**src/rtl/uart_tx_queue.sv**
```systemverilog
// Byte FIFO that feeds uart_top's tx_start/tx_data pair one frame at a time.
// Define UART_TXQ_TIMEOUT_EN to add a watchdog on WAIT_DONE/RELEASE.
module uart_tx_queue #(
    parameter int unsigned DEPTH   = 16,
    parameter logic [19:0] TIMEOUT = 20'd1000000
) (
    input  logic                   clk,
    input  logic                   rst,
    input  logic                   wr_en,
    input  logic [7:0]             wr_data,
    input  logic                   flush,
    output logic                   full,
    output logic                   empty,
    output logic [$clog2(DEPTH):0] count,
    output logic                   tx_start,
    output logic [7:0]             tx_data,
    input  logic                   tx_done,
    input  logic                   tx_err,
    output logic                   sent,
    output logic                   err_flag,
    output logic [7:0]             err_cnt
);
    localparam int unsigned AW = $clog2(DEPTH);

    typedef enum logic [1:0] {StIdle, StLoad, StWaitDone, StRelease} state_e;

    state_e          state_q, state_d;
    logic [7:0]      mem [DEPTH];
    logic [AW-1:0]   wp_q, wp_d, rp_q, rp_d;
    logic [AW:0]     count_q, count_d;
    logic            full_q, empty_q;
    logic            done_q1, done_s, err_q1, err_s;
    logic            tx_start_q, tx_start_d, sent_q, sent_d;
    logic            err_flag_q, err_flag_d, err_event;
    logic [7:0]      tx_data_q, tx_data_d, err_cnt_q, err_cnt_d;
    logic            push, pop, tmo_hit;

    // Queue bookkeeping; a flush in LOAD still honours that cycle's pop.
    assign push = wr_en && !full_q && !flush;
    assign pop  = (state_q == StLoad) && !empty_q;

    always_comb begin
        rp_d    = pop ? rp_q + AW'(1) : rp_q;
        wp_d    = push ? wp_q + AW'(1) : wp_q;
        count_d = count_q;
        if (push && !pop) begin
            count_d = count_q + (AW + 1)'(1);
        end else if (pop && !push) begin
            count_d = count_q - (AW + 1)'(1);
        end
        if (flush) begin
            wp_d    = rp_d;
            count_d = '0;
        end
    end

    always_ff @(posedge clk) begin
        if (push) begin
            mem[wp_q] <= wr_data;
        end
    end

    always_ff @(posedge clk) begin
        if (!rst) begin
            wp_q    <= '0;
            rp_q    <= '0;
            count_q <= '0;
            full_q  <= 1'b0;
            empty_q <= 1'b1;
            done_q1 <= 1'b0;
            done_s  <= 1'b0;
            err_q1  <= 1'b0;
            err_s   <= 1'b0;
        end else begin
            wp_q    <= wp_d;
            rp_q    <= rp_d;
            count_q <= count_d;
            full_q  <= (count_d == (AW + 1)'(DEPTH));
            empty_q <= (count_d == '0);
            done_q1 <= tx_done;
            done_s  <= done_q1;
            err_q1  <= tx_err;
            err_s   <= err_q1;
        end
    end

`ifdef UART_TXQ_TIMEOUT_EN
    logic [19:0] tmo_q, tmo_d;

    assign tmo_hit = ((state_q == StWaitDone) || (state_q == StRelease)) &&
                     (tmo_q == TIMEOUT - 20'd1);

    always_comb begin
        tmo_d = '0;
        if ((state_d == state_q) && ((state_q == StWaitDone) || (state_q == StRelease))) begin
            tmo_d = tmo_q + 20'd1;
        end
    end

    always_ff @(posedge clk) begin
        if (!rst) begin
            tmo_q <= '0;
        end else begin
            tmo_q <= tmo_d;
        end
    end
`else
    logic unused_timeout;
    assign unused_timeout = ^TIMEOUT;
    assign tmo_hit        = 1'b0;
`endif

    // FSM state and registered outputs.
    always_ff @(posedge clk) begin
        if (!rst) begin
            state_q    <= StIdle;
            tx_start_q <= 1'b0;
            tx_data_q  <= 8'h00;
            sent_q     <= 1'b0;
            err_flag_q <= 1'b0;
            err_cnt_q  <= 8'h00;
        end else begin
            state_q    <= state_d;
            tx_start_q <= tx_start_d;
            tx_data_q  <= tx_data_d;
            sent_q     <= sent_d;
            err_flag_q <= err_flag_d;
            err_cnt_q  <= err_cnt_d;
        end
    end

    always_comb begin
        state_d = state_q;
        unique case (state_q)
            StIdle:     if (!empty_q) state_d = StLoad;
            // A flush racing the IDLE->LOAD decision can leave nothing to pop.
            StLoad:     state_d = empty_q ? StIdle : StWaitDone;
            StWaitDone: begin
                if (done_s)       state_d = StRelease;
                else if (tmo_hit) state_d = StIdle;
            end
            StRelease:  if (!done_s || tmo_hit) state_d = StIdle;
            default:    state_d = StIdle;
        endcase
    end

    always_comb begin
        tx_start_d = tx_start_q;
        tx_data_d  = tx_data_q;
        sent_d     = 1'b0;
        err_event  = 1'b0;
        unique case (state_q)
            StLoad: begin
                if (!empty_q) begin
                    tx_start_d = 1'b1;
                    tx_data_d  = mem[rp_q];
                end
            end
            StWaitDone: begin
                if (done_s) begin
                    tx_start_d = 1'b0;
                    sent_d     = 1'b1;
                    err_event  = err_s;
                end else if (tmo_hit) begin
                    tx_start_d = 1'b0;
                    err_event  = 1'b1;
                end
            end
            StRelease: err_event = done_s && tmo_hit;
            default: ;
        endcase
        err_flag_d = err_flag_q || err_event;
        err_cnt_d  = (err_event && err_cnt_q != 8'hFF) ? err_cnt_q + 8'd1 : err_cnt_q;
    end

    assign full     = full_q;
    assign empty    = empty_q;
    assign count    = count_q;
    assign tx_start = tx_start_q;
    assign tx_data  = tx_data_q;
    assign sent     = sent_q;
    assign err_flag = err_flag_q;
    assign err_cnt  = err_cnt_q;

endmodule

```
**config.mk**
```make
export PLATFORM = sky130hd
export DESIGN_NAME = uart_tx_queue
export DESIGN_NICKNAME = d
export VERILOG_FILES = /design/src/rtl/uart_tx_queue.sv
export SDC_FILE = /design/constraint.sdc
export NUM_CORES = 1
export LEC_CHECK = 0
export ABC_CLOCK_PERIOD_IN_PS = 2550
export CORE_AREA = 5 5 159 161
export DETAILED_ROUTE_END_ITERATION = 10
export DIE_AREA = 0 0 164 166
export PLACE_DENSITY_LB_ADDON = 0.08
export SLEW_MARGIN = 20
export SYNTH_ARGS = -nofsm -noshare
export SYNTH_HDL_FRONTEND = slang
export SYNTH_SLANG_ARGS = --single-unit
```
**constraint.sdc**
```tcl
create_clock -name clk -period 2.55 [get_ports clk]
set_clock_uncertainty 0.15 [all_clocks]
set_input_delay 0.3825 -clock clk [delete_from_list [all_inputs] [get_ports clk]]
set_output_delay 0.3825 -clock clk [all_outputs]
set_load 0.01 [all_outputs]
```
==> run summary <==
Result of the run: completed
Initial DRT Pass Iterations: 4
Setup bufs post-CTS: 0
Top cells by count, synth: 128 x edfxtp_1, 40 x dfxtp_1, 23 x nand2_1, 21 x nor2_1, 17 x mux4_2
Ys async rst share: 0
Area Overhead vs Synth: 20.2%
Pwr Density: 663 nW/um^2
M1 WL: 6930 um
Period utilization: 0.870
Largest net degree at the start of global routing: 36
Final core occ: 0.350
Worst hold path class: reg2reg
Antenna violations before repair: 0
CP Class: reg2reg
Vias: 3,725
Most frequent cell after synthesis: edfxtp_1
Core area: 23,800 sq um
PortBufs: 39
I/O pin cnt: 40
Max-slew violations: 0
TritonCTS clock tree: done
Final-layout fill cell count: 2,322
Worst-path fanout max: 6
Layout cells sized above 1: 0.190
Final net count: 505
Critical Path AT: 2.38 ns
Post-DR vias/cell: 4.55
Setup-failing EPs final: 0
WL met2: 7300 um
Final ANT Viol Nets: 0
Post-synth top flop: edfxtp_1
Setup crit end kind: register
Largest area contributor in the netlist: edfxtp_1
Slowest-stage cell, CP: dfxtp_1
Setup crit start kind: register
Detailed Route Iter0 Violations: 201
# diodes: 0
Top area cells in the synthesized netlist: edfxtp_1 55%, dfxtp_1 12%, mux4_1 5.7%
Root buffer cell: clkbuf_16
Largest stage delay on the critical path: 0.42 ns
CTS Hold Bufs: 0
Die Area: 27,200 sq um
Max-Cap Viols: 0
Static leakage: 2.73 nW
DP Area: 7800 sq um
Total CTS buffers: 17
Grt total ovfl: 0
Post-synth EDFFs: 128
Vias in the first global route: 3,863
Global Route Usage Sum: 0.116
Worst Max-Slew Pin Slew: 0.702 ns
Total negative slack: 0 ns
DRC errors left: 0
Maximum VDD drop: 0.400 mV
Sequential area share after synthesis: 0.670
Die height: 166 um
Clk_lat worst skew: 0.42 ns
CTS sink cnt: 168
Uppermost routed layer: met4
WP data required: 2.72 ns
Global-route wire length before repair: 23,200 um
Starting Density: 0.291
Net Count, Synth: 438
CP Cell Sequence: inv_1 -> ha_1 -> nor4bb_1 -> a211oi_2 -> a31oi_2 -> o221ai_2 -> a2111oi_2
Final hold viol count: 0
Seq cells post-synth: 168
Die Width: 164 um
Met3 Routed Length: 801 um
CTS clk-pin slew, worst paths: 0.06 ns
Fmax: 451 MHz
Share of the synthesized area in the top cell type: 0.554
Yosys cell types: 58
DR WL/cell: 18.5 um
Netlist Area Pre-Place: 6930 sq um
GP Congestion: 0.698
Crit path time final: 2.22 ns
Non-Filler Cell Area, Final: 8330 sq um
Synth Warn #: 0
Dpl hpwl: 10,400 um
Synth Instances: 416
Clock Path Buffers: 2
Final wirelength: 15,200 um
RSZ-0062 raised after global routing: no
Cell Rows: 57
Post_cts resized: 0
Worst slew margin: 0.531
H-tree depth: 4
Post-Syn Area per Cell: 16.7 sq um
[per-stage QoR]
step | cells | power, mW | hold WS (ns) | setup slack [ns]
final | 819 | 5.52 | 0.282 | 0.331
after global routing | 819 | 5.73 | 0.326 | 0.149
after CTS | 819 | 5.60 | 0.286 | 0.311
after detailed placement | 788 | 3.24 | 0.274 | 0.0453
after global placement | 788 | 3.24 | 0.268 | 0.0538
after floorplan | 416 | 3.13 | 0.262 | 0.444
[power breakdown]
part           switching [mW]  internal, mW  total (mW)  leakage, nW
clock                    1.02          1.33        2.35        0.254
combinational           0.111        0.0833       0.194        0.999
sequential             0.0147          2.96        2.98         1.48
total                    1.15          4.38        5.52         2.73
[area by class of cell]
cell class                      count  area (sq um)  share of cell area
Timing Repair Buffer               70           648              0.0778
Clock buffer                       18           429              0.0515
Tap cell                          324           405              0.0486
Clock inverter                     13           105              0.0126
Inverter                            8          30.0             0.00360
Sequential cell                   168          4650               0.558
Multi-Input combinational cell    218          2070               0.248
[worst paths after layout]
| path | startpoint | endpoint | slack (ns) | cells after the start |
|---|---|---|---|---|
| worst max-delay path | count[1] | full | 0.33 | 7 |
| worst min-delay path | err_q1 | err_s | 0.28 | 1 |
| worst max register to register | count[1] | full | 0.33 | 7 |
| worst min register to register | err_q1 | err_s | 0.28 | 1 |
[critical path, delay by kind of cell (launching register included)]
| kind | cells | cell delay, ns |
|---|---|---|
| buffers and inverters | 1 | 0.08 |
| DFF | 1 | 0.42 |
| and+or+nand+nor | 1 | 0.38 |
| AOI/OAI and AO/OA | 4 | 0.74 |
| adders and majority gates | 1 | 0.34 |
[cells in the final DEF, fill, tap and decap left out, drive strengths merged, types with 5 or more instances in the layout]
master,synthesis,routed
ha,8,8
a22oi,16,16
a21oi,12,12
edfxtp,128,128
dfxtp,40,40
nand2,23,23
clkinv,0,8
o21ai,5,5
nand3,6,6
xnor2,11,11
nor2b,6,6
mux4,32,32
nor2,22,22
xor2,6,6
inv,8,10
nor3,7,7
and2,14,14
nand4,5,5
clkdlybuf4s50,0,39
buf,11,31
a31o,8,8
a21boi,5,5
clkbuf,8,18
[sequential cells by signal, summed over array words and instances, names as in the netlist, named ones only]
register,count
count,5
done_q1,1
done_s,1
empty,1
err_cnt,8
err_flag,1
err_q1,1
err_s,1
full,1
mem,128
rp_q,4
sent,1
state_q,1
tx_data,8
tx_start,1
wp_q,4
[cells by family (layout without fill, tap and decap cells)]
| family | count (synthesis) | after routing | synth area share |
|---|---|---|---|
| compound gates | 60 | 60 | 0.0691 |
| xor+xnor | 17 | 17 | 0.0226 |
| mux | 33 | 33 | 0.114 |
| fa+ha+maj | 8 | 8 | 0.0144 |
| simple gates | 100 | 100 | 0.0789 |
| flops | 168 | 168 | 0.670 |
| buf+inv | 30 | 109 | 0.0316 |
[routing by layer]
metal | vias up | global-route usage
li1 | 1765 | -
met1 | 1878 | 0.151
met2 | 73 | 0.189
met5 | - | 0
met3 | 9 | 0.0330
met4 | 0 | 0.0306
No activity file was read; power rests on OpenSTA's default activity.
